## src/rtl/frame_align_pkg.sv

```systemverilog
// Shared types for the frame pair aligner: alignment state and beat bundle layout.
// A beat bundle is {tdata, tlast, tuser} with tuser in bit 0.
package frame_align_pkg;

  typedef enum logic [0:0] {
    ST_SEEK    = 1'b0,
    ST_ALIGNED = 1'b1
  } align_state_e;

  localparam int BEAT_SIDEBAND_W = 2;
  localparam int BEAT_USER_BIT   = 0;
  localparam int BEAT_LAST_BIT   = 1;

  function automatic int beat_width(input int data_width);
    return data_width + BEAT_SIDEBAND_W;
  endfunction

endpackage

```

## src/rtl/axis_pair_reg.sv

```systemverilog
// One-entry joined output register: both output beats share a single valid and
// leave together only when both downstream sinks are ready.
module axis_pair_reg
  import frame_align_pkg::*;
#(
  parameter int BEAT_W = 34
) (
  input  logic              aclk,
  input  logic              areset,
  input  logic              load,
  input  logic [BEAT_W-1:0] prev_beat,
  input  logic [BEAT_W-1:0] curr_beat,
  input  logic              prev_ready,
  input  logic              curr_ready,
  output logic [BEAT_W-1:0] prev_out,
  output logic [BEAT_W-1:0] curr_out,
  output logic              pair_valid,
  output logic              consumed,
  output logic              load_en
);

  logic [BEAT_W-1:0] prev_out_r;
  logic [BEAT_W-1:0] curr_out_r;
  logic              pair_valid_r;
  logic              consumed_s;

  assign consumed_s = pair_valid_r && prev_ready && curr_ready;

  // Pair storage: a load wins over a drain so back-to-back pairs flow at full rate.
  always_ff @(posedge aclk or posedge areset) begin
    if (areset) begin
      prev_out_r   <= '0;
      curr_out_r   <= '0;
      pair_valid_r <= 1'b0;
    end else if (load) begin
      prev_out_r   <= prev_beat;
      curr_out_r   <= curr_beat;
      pair_valid_r <= 1'b1;
    end else if (consumed_s) begin
      pair_valid_r <= 1'b0;
    end else begin
      pair_valid_r <= pair_valid_r;
    end
  end

  assign prev_out   = prev_out_r;
  assign curr_out   = curr_out_r;
  assign pair_valid = pair_valid_r;
  assign consumed   = consumed_s;
  assign load_en    = !pair_valid_r || consumed_s;

endmodule

```

## src/rtl/frame_pair_aligner.sv

```systemverilog
// Aligns previous-frame and current-frame pixel streams on start-of-frame and
// forwards them in lockstep. Optional mismatch counter under ALIGN_ERR_CNT_EN.
module frame_pair_aligner
  import frame_align_pkg::*;
#(
  parameter int DATA_WIDTH    = 32,
  parameter int ERR_CNT_WIDTH = 16
) (
  input  logic                  aclk,
  input  logic                  areset,
  input  logic                  resync,
  input  logic [DATA_WIDTH-1:0] s_prev_axis_tdata,
  input  logic                  s_prev_axis_tvalid,
  output logic                  s_prev_axis_tready,
  input  logic                  s_prev_axis_tlast,
  input  logic                  s_prev_axis_tuser,
  input  logic [DATA_WIDTH-1:0] s_curr_axis_tdata,
  input  logic                  s_curr_axis_tvalid,
  output logic                  s_curr_axis_tready,
  input  logic                  s_curr_axis_tlast,
  input  logic                  s_curr_axis_tuser,
  output logic [DATA_WIDTH-1:0] m_prev_axis_tdata,
  output logic                  m_prev_axis_tvalid,
  input  logic                  m_prev_axis_tready,
  output logic                  m_prev_axis_tlast,
  output logic                  m_prev_axis_tuser,
  output logic [DATA_WIDTH-1:0] m_curr_axis_tdata,
  output logic                  m_curr_axis_tvalid,
  input  logic                  m_curr_axis_tready,
  output logic                  m_curr_axis_tlast,
  output logic                  m_curr_axis_tuser,
  output logic                  aligned
`ifdef ALIGN_ERR_CNT_EN
  , output logic [ERR_CNT_WIDTH-1:0] err_count
`endif
);

  localparam int BEAT_W = beat_width(DATA_WIDTH);

  align_state_e      state_r;
  logic              aligned_r;
  logic [BEAT_W-1:0] prev_hold_r;
  logic [BEAT_W-1:0] curr_hold_r;
  logic              prev_armed_r;
  logic              curr_armed_r;

  logic [BEAT_W-1:0] prev_beat_s;
  logic [BEAT_W-1:0] curr_beat_s;
  logic [BEAT_W-1:0] load_prev_s;
  logic [BEAT_W-1:0] load_curr_s;
  logic [BEAT_W-1:0] prev_out_s;
  logic [BEAT_W-1:0] curr_out_s;
  logic              prev_ready_s;
  logic              curr_ready_s;
  logic              prev_fire_s;
  logic              curr_fire_s;
  logic              pair_fire_s;
  logic              mismatch_s;
  logic              seek_load_s;
  logic              pair_load_s;
  logic              load_en_s;
  logic              consumed_s;
  logic              pair_valid_s;

  assign prev_beat_s = {s_prev_axis_tdata, s_prev_axis_tlast, s_prev_axis_tuser};
  assign curr_beat_s = {s_curr_axis_tdata, s_curr_axis_tlast, s_curr_axis_tuser};

  // Input readiness: independent per stream while seeking, joined once aligned.
  always_comb begin
    prev_ready_s = 1'b0;
    curr_ready_s = 1'b0;
    if (areset) begin
      prev_ready_s = 1'b0;
      curr_ready_s = 1'b0;
    end else begin
      case (state_r)
        ST_SEEK: begin
          prev_ready_s = !prev_armed_r;
          curr_ready_s = !curr_armed_r;
        end
        ST_ALIGNED: begin
          prev_ready_s = s_curr_axis_tvalid && load_en_s;
          curr_ready_s = s_prev_axis_tvalid && load_en_s;
        end
        default: begin
          prev_ready_s = 1'b0;
          curr_ready_s = 1'b0;
        end
      endcase
    end
  end

  assign prev_fire_s = s_prev_axis_tvalid && prev_ready_s;
  assign curr_fire_s = s_curr_axis_tvalid && curr_ready_s;
  assign pair_fire_s = (state_r == ST_ALIGNED) && prev_fire_s && curr_fire_s;
  assign mismatch_s  = pair_fire_s &&
                       ((s_prev_axis_tuser != s_curr_axis_tuser) ||
                        (s_prev_axis_tlast != s_curr_axis_tlast));
  assign seek_load_s = (state_r == ST_SEEK) && prev_armed_r && curr_armed_r &&
                       load_en_s && !resync;
  assign pair_load_s = (pair_fire_s && !mismatch_s) || seek_load_s;

  // Output pair source: the held SOF beats when leaving SEEK, live beats otherwise.
  always_comb begin
    load_prev_s = prev_beat_s;
    load_curr_s = curr_beat_s;
    if (seek_load_s) begin
      load_prev_s = prev_hold_r;
      load_curr_s = curr_hold_r;
    end else begin
      load_prev_s = prev_beat_s;
      load_curr_s = curr_beat_s;
    end
  end

  // Alignment state machine with hold registers and armed flags.
  always_ff @(posedge aclk or posedge areset) begin
    if (areset) begin
      state_r      <= ST_SEEK;
      aligned_r    <= 1'b0;
      prev_hold_r  <= '0;
      curr_hold_r  <= '0;
      prev_armed_r <= 1'b0;
      curr_armed_r <= 1'b0;
    end else if (resync) begin
      state_r      <= ST_SEEK;
      aligned_r    <= 1'b0;
      prev_hold_r  <= '0;
      curr_hold_r  <= '0;
      prev_armed_r <= 1'b0;
      curr_armed_r <= 1'b0;
    end else begin
      case (state_r)
        ST_SEEK: begin
          if (seek_load_s) begin
            state_r      <= ST_ALIGNED;
            aligned_r    <= 1'b1;
            prev_armed_r <= 1'b0;
            curr_armed_r <= 1'b0;
          end else begin
            if (prev_fire_s && s_prev_axis_tuser) begin
              prev_hold_r  <= prev_beat_s;
              prev_armed_r <= 1'b1;
            end
            if (curr_fire_s && s_curr_axis_tuser) begin
              curr_hold_r  <= curr_beat_s;
              curr_armed_r <= 1'b1;
            end
          end
        end
        ST_ALIGNED: begin
          // A mismatching beat that carries SOF seeds the next alignment directly.
          if (mismatch_s) begin
            state_r   <= ST_SEEK;
            aligned_r <= 1'b0;
            if (s_prev_axis_tuser) begin
              prev_hold_r  <= prev_beat_s;
              prev_armed_r <= 1'b1;
            end
            if (s_curr_axis_tuser) begin
              curr_hold_r  <= curr_beat_s;
              curr_armed_r <= 1'b1;
            end
          end
        end
        default: begin
          state_r   <= ST_SEEK;
          aligned_r <= 1'b0;
        end
      endcase
    end
  end

`ifdef ALIGN_ERR_CNT_EN
  logic [ERR_CNT_WIDTH-1:0] err_cnt_r;

  // Saturating mismatch counter; still counts when resync coincides.
  always_ff @(posedge aclk or posedge areset) begin
    if (areset) begin
      err_cnt_r <= '0;
    end else if (mismatch_s && (err_cnt_r != {ERR_CNT_WIDTH{1'b1}})) begin
      err_cnt_r <= err_cnt_r + ERR_CNT_WIDTH'(1);
    end else begin
      err_cnt_r <= err_cnt_r;
    end
  end

  assign err_count = err_cnt_r;
`endif

  axis_pair_reg #(
    .BEAT_W (BEAT_W)
  ) u_pair_reg (
    .aclk       (aclk),
    .areset     (areset),
    .load       (pair_load_s),
    .prev_beat  (load_prev_s),
    .curr_beat  (load_curr_s),
    .prev_ready (m_prev_axis_tready),
    .curr_ready (m_curr_axis_tready),
    .prev_out   (prev_out_s),
    .curr_out   (curr_out_s),
    .pair_valid (pair_valid_s),
    .consumed   (consumed_s),
    .load_en    (load_en_s)
  );

  assign s_prev_axis_tready = prev_ready_s;
  assign s_curr_axis_tready = curr_ready_s;

  assign m_prev_axis_tdata  = prev_out_s[BEAT_W-1:BEAT_SIDEBAND_W];
  assign m_prev_axis_tlast  = prev_out_s[BEAT_LAST_BIT];
  assign m_prev_axis_tuser  = prev_out_s[BEAT_USER_BIT];
  assign m_prev_axis_tvalid = pair_valid_s;
  assign m_curr_axis_tdata  = curr_out_s[BEAT_W-1:BEAT_SIDEBAND_W];
  assign m_curr_axis_tlast  = curr_out_s[BEAT_LAST_BIT];
  assign m_curr_axis_tuser  = curr_out_s[BEAT_USER_BIT];
  assign m_curr_axis_tvalid = pair_valid_s;

  assign aligned = aligned_r;

endmodule

```

## config.mk

```make
export PLATFORM = sky130hd
export DESIGN_NAME = frame_pair_aligner
export DESIGN_NICKNAME = d
export VERILOG_FILES = /design/src/rtl/frame_align_pkg.sv /design/src/rtl/axis_pair_reg.sv /design/src/rtl/frame_pair_aligner.sv
export SDC_FILE = /design/constraint.sdc
export NUM_CORES = 1
export LEC_CHECK = 0
export BUFFER_PORTS_ARGS = -buffer_cell sky130_fd_sc_hd__buf_2
export CELL_PAD_IN_SITES_DETAIL_PLACEMENT = 1
export CELL_PAD_IN_SITES_GLOBAL_PLACEMENT = 1
export CORE_MARGIN = 1.5
export CORE_UTILIZATION = 35
export CTS_BUF_LIST = sky130_fd_sc_hd__clkbuf_4 sky130_fd_sc_hd__clkbuf_8
export CTS_CLUSTER_DIAMETER = 50
export DETAILED_ROUTE_END_ITERATION = 8
export PLACE_DENSITY_LB_ADDON = 0.1
export SYNTH_ARGS = -nofsm -noshare
export SYNTH_HDL_FRONTEND = slang
export SYNTH_HIERARCHICAL = 1
export SYNTH_SLANG_ARGS = --single-unit
```

## constraint.sdc

```tcl
create_clock -name aclk -period 2.61 [get_ports aclk]
set_input_delay 0.783 -clock aclk [delete_from_list [all_inputs] [get_ports aclk]]
set_output_delay 0.783 -clock aclk [all_outputs]
set_load 0.02 [all_outputs]
```

==> results of run 1 <==
[worst max-delay path, delay by kind of cell]
family / cells / cell delay (ps)
AND/OR/NAND/NOR: 5 / 640
buffers and inverters: 2 / 260
[flip-flops by register name, indices dropped and copies added, names as in the netlist]
register and flops:
curr_hold_r 34, prev_hold_r 34, u_pair_reg/curr_out 34, u_pair_reg/prev_out 34, aligned 1, curr_armed_r 1
prev_armed_r 1, state_r 1, u_pair_reg/pair_valid 1
[area by class of cell]
class                      count  area, µm²  area share (%)
inverter                       5       23.8           0.289
tap                          260        325            3.96
sequential                   141       3530            42.9
timing repair buffer         161        941            11.4
antenna                        3       7.51          0.0913
clock buffer                  19        262            3.18
clock inverter                13        118            1.43
multi-input combinational    340       3020            36.7
[through the flow]
step	cell area, µm²	worst slack [ps]	total power [W]	instances
2_1_floorplan	6810	-338	0.00324	522
3_3_place_gp	7840	141	0.00360	907
3_5_place_dp	7840	96.2	0.00363	907
4_1_cts	8220	150	0.00535	939
5_1_grt	8220	78.2	0.00554	939
6_report	8220	137	0.00525	942
[power breakdown]
part           total (W)  switching (W)  internal, W
clock network    0.00169       0.000884     0.000804
registers        0.00256       0.000126      0.00243
logic            0.00101       0.000549     0.000458
[path summary, 6_finish.rpt]
path | slack (ps) | to | from
worst min-delay path | 480 | u_pair_reg/curr_out[8]$_DFFE_PP0P_ | areset
min in group aclk | 490 | curr_hold_r[0]$_DFFE_PP0P_ | curr_hold_r[0]$_DFFE_PP0P_
max in group asynchronous | 1210 | curr_hold_r[32]$_DFFE_PP0P_ | areset
worst max register to register | 650 | prev_hold_r[7]$_DFFE_PP0P_ | state_r$_DFF_PP0_
worst min register to register | 490 | curr_hold_r[0]$_DFFE_PP0P_ | curr_hold_r[0]$_DFFE_PP0P_
worst max-delay path | 140 | s_curr_axis_tready | m_curr_axis_tready
[cell usage in the layout (no fill, tap or decap), types with 2 or more instances in the layout]
master,instances
sky130_fd_sc_hd__buf_2,147
sky130_fd_sc_hd__nand2_1,70
sky130_fd_sc_hd__diode_2,3
sky130_fd_sc_hd__clkinvlp_4,6
sky130_fd_sc_hd__nor2b_1,35
sky130_fd_sc_hd__mux2i_1,33
sky130_fd_sc_hd__inv_1,2
sky130_fd_sc_hd__a31oi_1,2
sky130_fd_sc_hd__and2_1,2
sky130_fd_sc_hd__xnor2_1,2
sky130_fd_sc_hd__clkbuf_8,19
sky130_fd_sc_hd__mux2_4,12
sky130_fd_sc_hd__dfrtp_1,141
sky130_fd_sc_hd__buf_4,6
sky130_fd_sc_hd__clkinv_4,3
sky130_fd_sc_hd__mux2_2,157
sky130_fd_sc_hd__buf_12,8
sky130_fd_sc_hd__clkinv_2,4
sky130_fd_sc_hd__o21a_1,2
sky130_fd_sc_hd__a22o_1,2
sky130_fd_sc_hd__nor2_1,7
[per-layer routing]
layer / global-route usage [%] / routed length [µm] / up-vias
met4: 5.91 / 199 / 0
met3: 4.04 / 659 / 14
met5: 0 / 0 / -
met1: 22.4 / 7630 / 2290
li1: - / - / 2093
met2: 26.9 / 7570 / 99
==> PnR_summary.wiki, run 1 <==
{| class="wikitable"
! Metric !! Value
|-
| Slew @ Worst Pin || 976 ps
|-
| Fmax achieved || 404 MHz
|-
| Drc violations || 0
|-
| Initial antenna violation count || 2
|-
| H-tree depth || 4
|-
| Die Y || roughly 140 µm
|-
| GP Congestion || 0.762
|-
| Maximum root-to-sink buffer count || 2
|-
| Total clock buffers created by CTS || 17
|-
| Maximum number of pins on one net before global-route repair || 73
|-
| Vias in the first global route || between 4k and 5k
|-
| Status || finished, final reports clean
|-
| Clock transition at the registers of the reported paths || 80 ps
|-
| Fraction of final layout cells sized beyond drive strength 1 || 55.1%
|-
| Via density per instance || 4.77
|-
| Fin. max-slew vios || 0
|-
| Final cell utilization of the core || 43.7%
|-
| Filler cell count || 2049
|-
| Worst voltage drop across the vdd grid || 0.289 mV
|-
| Number of hold violations in the final report || 0
|-
| Post-synth design cell area || 6770 µm²
|-
| Required arrival time at the worst endpoint || 1830 ps
|-
| TritonRoute pass-1 iters || 4
|-
| Number of clock sinks || 141
|-
| Area inside the core boundary || 18800 µm²
|-
| Post-Synthesis Net Count || 597
|-
| Cell with the biggest individual delay on the critical path || sky130_fd_sc_hd__and3_2
|-
| Post-CTS Setup Inserts || 0
|-
| Area growth from synthesis to final layout || 21.5%
|-
| Post-detail-place hpwl || 10700 µm
|-
| Setup repair after global routing missed its margin || no
|-
| Highest fanout seen on the critical path || 4
|-
| Worst min-delay path category || input port to asynchronous set/reset pin
|-
| Global-route usage over all layers || 16.9%
|-
| Synthesized area divided by synthesized cell count || ~13 µm²
|-
| Leakage power total || ~4.0 nW
|-
| Cell count after synthesis || 522
|-
| Insertion delay to the later sink of the worst-skew pair || 440 ps
|-
| Area of the die || ~20000 µm²
|-
| Post-layout minimum cycle time || 2470 ps
|-
| Worst setup skew after layout || 10.6 ps
|-
| Width of the die || 142 µm
|-
| Violation count after the first detailed-routing iteration || 130
|-
| Critical-path cell list || buf_2 -> nand2_1 -> nand2_2 -> and3_2 -> nor2_1 -> nor2_1 -> buf_2
|-
| Global-route wire length before repair || around 26000 µm
|-
| Post-Route WL || 16100 µm
|-
| Power density relative to cell area || 638 nW/µm²
|-
| Count of final setup violators || 0
|-
| Total of hold buffers inserted after clock tree synthesis || 0
|-
| Clock Tree Root || sky130_fd_sc_hd__clkbuf_8
|-
| Setup TNS || 0 ps
|-
| CTS-repair resized insts || 0
|-
| I/O pin count || 148
|-
| Vias after detailed routing || 4496
|-
| Start-to-end type of the worst setup path || input port to output port
|-
| Routed wire per std cell || ~17 µm
|-
| Number of nets in the finished design || ~740
|-
| Count of nets left with antenna violations after detail routing || 0
|-
| Overflow left after global routing || 0
|-
| Arrival time worst endpoint || around 1700 ps
|-
| TritonCTS clock tree || yes
|-
| Setup crit start kind || input port
|-
| Critical Path End Type || output port
|-
| Final critical-path share of the clock period || 94.8%
|-
| Port buffer count || 147
|-
| Number of warnings reported in the yosys synthesis log || 6
|-
| Initial core utilization || roughly 36%
|-
| Max-cap violations || 0
|-
| Logic depth of the worst register-to-register path || 5
|-
| Max-slew headroom at the worst pin || 35.0%
|-
| Total number of placement rows || 50
|-
| Delay of the slowest cell on the worst path || 230 ps
|-
| Post-route worst hold slack || 481 ps
|}
Power figures use the tool's default switching activity.
==> run 2, diff against run 1 <==
PLACE_DENSITY = 0.66   (was default)
PLACE_DENSITY_LB_ADDON = default   (was 0.1)
==> run 2 against run 1 <==
Against the previous run:
- cell count is 0.53% lower
- final area rose by 0.37%
- via count increased by 0.93%
- worst hold slack got worse by 89 ps
- worst setup slack better by 35 ps
- sequential cell count unchanged
- total power increased by 3.0%
==> PnR_summary.wiki, run 2 (same netlist as run 1, synthesis figures left out) <==
{| class="wikitable"
! Metric !! Value
|-
| Max-slew headroom at the worst pin || 35.4% (+0.48 points)
|-
| Violation count after the first detailed-routing iteration || 162 (+25%)
|-
| TritonRoute pass-1 iters || 4 (unchanged)
|-
| Insertion delay to the later sink of the worst-skew pair || 450 ps (about the same)
|-
| Leakage power total || 4.06 nW (+0.73%)
|-
| Routed length on met3 || 477 µm (-28%)
|-
| Worst slack at placement || 13.8 ps (-82.4 ps)
|-
| Total clock buffers created by CTS || 17 (unchanged)
|-
| I/O pin count || 148 (unchanged)
|-
| Global-route usage over all layers || 17.6% (+0.74 points)
|-
| Port buffer count || 147 (unchanged)
|-
| Worst min-delay path category || input port to asynchronous set/reset pin
|-
| Metal-1 WL || 6880 µm (-9.9%)
|-
| CTS-repair resized insts || 0 (unchanged)
|-
| Width of the die || 142 µm (unchanged)
|-
| Total of hold buffers inserted after clock tree synthesis || 0 (unchanged)
|-
| Global-route wire length before repair || 27100 µm (+2.9%)
|-
| Worst flop-to-flop path startpoint || u_pair_reg/pair_valid$_DFFE_PP0P_
|-
| Overflow left after global routing || 0 (unchanged)
|-
| Start-to-end type of the worst setup path || input port to output port
|-
| Final instance count without filler cells || 937 (-0.53%)
|-
| Area of the die || 20200 µm² (unchanged)
|-
| Via density per instance || 4.84 (+1.5%)
|-
| Power density relative to cell area || 655 nW/µm² (+2.6%)
|-
| Fraction of final layout cells sized beyond drive strength 1 || 54.8% (-0.27 points)
|-
| Instance area at placement || 7850 µm² (+0.22%)
|-
| Clock transition at the registers of the reported paths || 80 ps (about the same)
|-
| Cell with the biggest individual delay on the critical path || sky130_fd_sc_hd__and3_2
|-
| Vias after detailed routing || 4538 (+0.93%)
|-
| Delay of the slowest cell on the worst path || 240 ps (about the same)
|-
| Number of clock sinks || 141 (unchanged)
|-
| Critical Path End Type || output port
|-
| Post-layout minimum cycle time || 2440 ps (-35.0 ps)
|-
| Area inside the core boundary || 18800 µm² (unchanged)
|-
| Required arrival time at the worst endpoint || 1830 ps (about the same)
|-
| Count of final setup violators || 0 (unchanged)
|-
| Launch point of the worst path || m_curr_axis_tready
|-
| Vias in the first global route || 5159 (+4.0%)
|-
| Initial core utilization || 36.0% (unchanged)
|-
| Final critical-path share of the clock period || 93.4% (-1.3 points)
|-
| Max-cap violations || 0 (unchanged)
|-
| Clock Tree Root || sky130_fd_sc_hd__clkbuf_8
|-
| Arrival time worst endpoint || 1660 ps (-30 ps)
|-
| Fin. max-slew vios || 0 (unchanged)
|-
| Routed wire per std cell || 17.7 µm (+4.0%)
|-
| Critical-path cell list || buf_2 -> nand2_1 -> nand2_2 -> and3_2 -> nor2_1 -> nor2_1 -> buf_2
|-
| Number of hold violations in the final report || 0 (unchanged)
|-
| Maximum root-to-sink buffer count || 2 (unchanged)
|-
| Slew @ Worst Pin || 968 ps (-7.18 ps)
|-
| Post-CTS Setup Inserts || 0 (unchanged)
|-
| Die Y || 142 µm (unchanged)
|-
| Worst voltage drop across the vdd grid || 0.319 mV (+11%)
|-
| Metal2 WL || 8940 µm (+18%)
|-
| GP Congestion || 0.771 (+1.2%)
|-
| TritonCTS clock tree || yes
|-
| Setup crit start kind || input port
|-
| Highest Signal Layer || met4
|-
| Number of nets in the finished design || 740 (-0.13%)
|-
| Placed cell count || 906 (-0.11%)
|-
| Most common cell after layout, fill and taps aside || sky130_fd_sc_hd__mux2_2
|-
| Maximum number of pins on one net before global-route repair || 73 (unchanged)
|-
| Setup repair after global routing missed its margin || no
|-
| Highest fanout seen on the critical path || 4 (unchanged)
|-
| Worst setup skew after layout || 13.4 ps (+2.80 ps)
|-
| Commonest non-fill, non-tap cells in the layout || 157 x sky130_fd_sc_hd__mux2_2, 147 x sky130_fd_sc_hd__buf_2, 141 x sky130_fd_sc_hd__dfrtp_1, 70 x sky130_fd_sc_hd__nand2_1, 35 x sky130_fd_sc_hd__nor2b_1
|-
| Post-route cell area || 8250 µm² (+0.37%)
|-
| Fmax achieved || 410 MHz (+1.4%)
|-
| Post-Route WL || 16600 µm (+3.5%)
|-
| Status || finished, final reports clean
|-
| Drc violations || 0 (unchanged)
|-
| H-tree depth || 4 (unchanged)
|-
| Post-detail-place hpwl || 11200 µm (+4.0%)
|-
| Min setup slack post-route || 172 ps (+35.0 ps)
|-
| Area growth from synthesis to final layout || 21.9%
|-
| Initial antenna violation count || 2 (unchanged)
|-
| Total number of placement rows || 50 (unchanged)
|-
| Count of nets left with antenna violations after detail routing || 0 (unchanged)
|}
-- run 2: cell type report --
class                   instances  area (µm²)
multi-input cells             340        3020
inverters                       5        23.8
fillers                      2011       10600
well taps                     260         325
clock inverters                 8         118
flip-flops and latches        141        3530
repair buffers                160         958
clock buffers                  21         277
diodes                          2        5.00
-- run 2: worst paths after layout --
path / to / slack [ps] / depth (start not counted)
setup / recovery: s_curr_axis_tready / 170 / 7
hold / removal: u_pair_reg/curr_out[29]$_DFFE_PP0P_ / 390 / 2
setup reg to reg: curr_hold_r[14]$_DFFE_PP0P_ / 530 / 6
hold reg to reg: curr_hold_r[0]$_DFFE_PP0P_ / 490 / 1
max in group asynchronous: curr_hold_r[8]$_DFFE_PP0P_ / 1250 / 3
min in group aclk: curr_hold_r[0]$_DFFE_PP0P_ / 490 / 1
-- run 2: routing by layer --
metal  track usage [%]  vias to the layer above
met5                 0                        -
met3              3.16                       19
met4              7.92                        0
met1              20.3                     2363
li1                  -                     2073
met2              31.7                       83
-- run 2: stage by stage --
stage               TNS [ps]  hold slack (ps)  total power [W]  utilization (%)
global route               0              394          0.00568             43.8
global placement           0              470          0.00361             41.7
floorplan              -9930              460          0.00324                -
detailed placement         0              476          0.00365             41.7
finish                     0              392          0.00541             43.8
CTS                        0              363          0.00550             43.8
-- run 2: critical path: cells and delay by family --
family	cells	cell delay, ps
and+or+nand+nor	5	600
buffers and inverters	2	260
-- run 2: report_power, final --
group          internal (W)  total, W  switching [W]
clock network      0.000995   0.00182       0.000825
registers           0.00243   0.00257       0.000135
logic              0.000465   0.00102       0.000555
==> run 3, diff against run 2 <==
REMOVE_ABC_BUFFERS = 1   (was default)
==> run 3 against run 2 <==
Against the previous run:
- cell count down 0.11%
- final area down 0.39%
- clock-buffer cell count down 2
- sequential power about the same
- sequential share of layout area up 0.17 points
- largest cell class unchanged
==> PnR_summary.wiki, run 3 (same netlist as run 1, synthesis figures left out) <==
{| class="wikitable"
! Metric !! Value
|-
| Initial antenna violation count || 0 (-2)
|-
| Maximum number of pins on one net before global-route repair || 73 (unchanged)
|-
| Gr busiest metal || met2
|-
| Global-route usage over all layers || 17.2% (-0.39 points)
|-
| Gate power share || 18.2% (-0.7 points)
|-
| Most common cell after layout, fill and taps aside || sky130_fd_sc_hd__mux2_2
|-
| Area of the die || 20200 µm² (unchanged)
|-
| GR Util met1 || 20.1% (-0.19 points)
|-
| NetSw || 0.00157 W (+3.4%)
|-
| Port buffer count || 147 (unchanged)
|-
| Worst voltage drop across the vdd grid || 0.272 mV (-15%)
|-
| Post-CTS Setup Inserts || 0 (unchanged)
|-
| Width of the die || 142 µm (unchanged)
|-
| Area growth from synthesis to final layout || 21.4%
|-
| CTS-repair resized insts || 0 (unchanged)
|-
| Fin. max-slew vios || 0 (unchanged)
|-
| Global-route wire length before repair || 27000 µm (-0.38%)
|-
| Cell-internal power || 0.00397 W (+2.0%)
|-
| I/O pin count || 148 (unchanged)
|-
| Status || finished, final reports clean
|-
| Switching fraction of total power || 28.3% (+0.29 points)
|-
| Vias after detailed routing || 4490 (-1.1%)
|-
| Area of all sequential standard cells || 3530 µm² (unchanged)
|-
| Area inside the core boundary || 18800 µm² (unchanged)
|-
| Met2 usage || 30.6% (-1.1 points)
|-
| Total of hold buffers inserted after clock tree synthesis || 0 (unchanged)
|-
| Start-to-end type of the worst setup path || input port to output port
|-
| Count of nets left with antenna violations after detail routing || 0 (unchanged)
|-
| Placed cell count || 904 (-0.22%)
|-
| Die Y || 142 µm (unchanged)
|-
| Violation count after the first detailed-routing iteration || 131 (-19%)
|-
| Final cell utilization of the core || 43.7% (-0.17 points)
|-
| Worst setup skew after layout || 10.0 ps (-3.36 ps)
|-
| Setup crit start kind || input port
|-
| Slew @ Worst Pin || 987 ps (+18.4 ps)
|-
| Filler cell count || 2005 (-0.30%)
|-
| Post-layout minimum cycle time || 2420 ps (-16.7 ps)
|-
| Highest fanout seen on the critical path || 4 (unchanged)
|-
| Routed wire per std cell || 17.5 µm (-1.3%)
|-
| TritonCTS clock tree || yes
|-
| Number of nets in the finished design || 738 (-0.27%)
|-
| Commonest non-fill, non-tap cells in the layout || 157 x sky130_fd_sc_hd__mux2_2, 147 x sky130_fd_sc_hd__buf_2, 141 x sky130_fd_sc_hd__dfrtp_1, 71 x sky130_fd_sc_hd__nand2_1, 35 x sky130_fd_sc_hd__nor2b_1
|-
| Clock transition at the registers of the reported paths || 80 ps (about the same)
|-
| Insertion delay to the later sink of the worst-skew pair || 450 ps (about the same)
|-
| Number of diodes added for antenna fixing || 0 (-2)
|-
| Worst slack at placement || 40.6 ps (+26.8 ps)
|-
| Post-Route WL || 16400 µm (-1.4%)
|-
| Max-cap violations || 0 (unchanged)
|-
| Arrival time worst endpoint || 1640 ps (-20 ps)
|-
| Met3 global-route usage || 4.00% (+0.84 points)
|-
| Share of power burned in registers || 46.5% (-1.0 points)
|-
| Total number of placement rows || 50 (unchanged)
|-
| Maximum root-to-sink buffer count || 2 (unchanged)
|-
| Max-slew headroom at the worst pin || 34.2% (-1.2 points)
|-
| Final critical-path share of the clock period || 92.8% (-0.64 points)
|-
| Clock Tree Root || sky130_fd_sc_hd__clkbuf_8
|-
| Clock network fraction of design power || 35.3% (+1.6 points)
|-
| Post-detail-place hpwl || 11100 µm (-0.74%)
|-
| Vias in the first global route || 5213 (+1.0%)
|-
| Fmax achieved || 413 MHz (+0.69%)
|-
| Required arrival time at the worst endpoint || 1830 ps (about the same)
|-
| Critical Path End Type || output port
|-
| Count of final setup violators || 0 (unchanged)
|-
| Post-route worst hold slack || 473 ps (+80.9 ps)
|-
| Via density per instance || 4.80 (-0.95%)
|-
| Worst min-delay path category || input port to asynchronous set/reset pin
|-
| Drc violations || 0 (unchanged)
|-
| GP Congestion || 0.784 (+1.7%)
|-
| Power density relative to cell area || 673 nW/µm² (+2.8%)
|-
| Total clock buffers created by CTS || 17 (unchanged)
|-
| TritonRoute pass-1 iters || 4 (unchanged)
|-
| Leakage power total || 4.04 nW (-0.32%)
|-
| Min setup slack post-route || 188 ps (+16.7 ps)
|-
| Area used by multi-input combinational logic || 3000 µm² (-0.70%)
|-
| Setup TNS || 0 ps (unchanged)
|-
| Number of hold violations in the final report || 0 (unchanged)
|-
| Fraction of final layout cells sized beyond drive strength 1 || 54.1% (-0.67 points)
|-
| Final instance count without filler cells || 936 (-0.11%)
|-
| H-tree depth || 4 (unchanged)
|-
| Setup repair after global routing missed its margin || no
|-
| Overflow left after global routing || 0 (unchanged)
|-
| Number of clock sinks || 141 (unchanged)
|-
| Initial core utilization || 36.0% (unchanged)
|}
## run 3: final timing paths
| kind | from | endpoint | slack (ps) | cells after the start |
|---|---|---|---|---|
| setup / recovery | m_curr_axis_tready | s_curr_axis_tready | 190 | 7 |
| hold / removal | areset | u_pair_reg/prev_out[0]$_DFFE_PP0P_ | 470 | 2 |
| setup reg to reg | u_pair_reg/pair_valid$_DFFE_PP0P_ | u_pair_reg/curr_out[15]$_DFFE_PP0P_ | 570 | 6 |
| hold reg to reg | prev_hold_r[20]$_DFFE_PP0P_ | prev_hold_r[20]$_DFFE_PP0P_ | 500 | 1 |
| max in group asynchronous | areset | curr_hold_r[7]$_DFFE_PP0P_ | 1280 | 3 |
| min in group aclk | prev_hold_r[20]$_DFFE_PP0P_ | prev_hold_r[20]$_DFFE_PP0P_ | 500 | 1 |
## run 3: power by group through the flow
stage / Combinational, W / Sequential (W) / Clock [W]
finish: 0.00101 / 0.00257 / 0.00196
floorplan: 0.000418 / 0.00280 / 0
CTS: 0.00103 / 0.00258 / 0.00203
global route: 0.00109 / 0.00261 / 0.00211
detailed placement: 0.00102 / 0.00262 / 0
global placement: 0.000992 / 0.00260 / 0
## run 3: area by class of cell
type | count | area share [%]
multi-input combinational | 340 | 36.5
timing repair buffer | 158 | 11.0
inverter | 5 | 0.244
tap | 260 | 3.96
clock buffer | 19 | 3.11
sequential | 141 | 42.9
clock inverter | 13 | 2.30
## run 3: critical path, cell delays in order
cell and delay (ps):
sky130_fd_sc_hd__buf_2 90, sky130_fd_sc_hd__nand2_1 70, sky130_fd_sc_hd__nand2_1 120, sky130_fd_sc_hd__and3_2 260, sky130_fd_sc_hd__nor2_1 110, sky130_fd_sc_hd__nor2_1 50, sky130_fd_sc_hd__buf_2 150
## run 3: stage by stage
step           cell area, µm²  power, W
2_1_floorplan            6530   0.00322
3_3_place_gp             7780   0.00360
3_5_place_dp             7780   0.00364
4_1_cts                  8220   0.00564
5_1_grt                  8220   0.00581
6_report                 8220   0.00553
## run 3: per-layer routing
metal | up-vias | share of wire (%)
met1 | 2300 | 42
met2 | 93 | 52
li1 | 2075 | -
met5 | - | 0
met4 | 0 | 2.1
met3 | 22 | 3.4
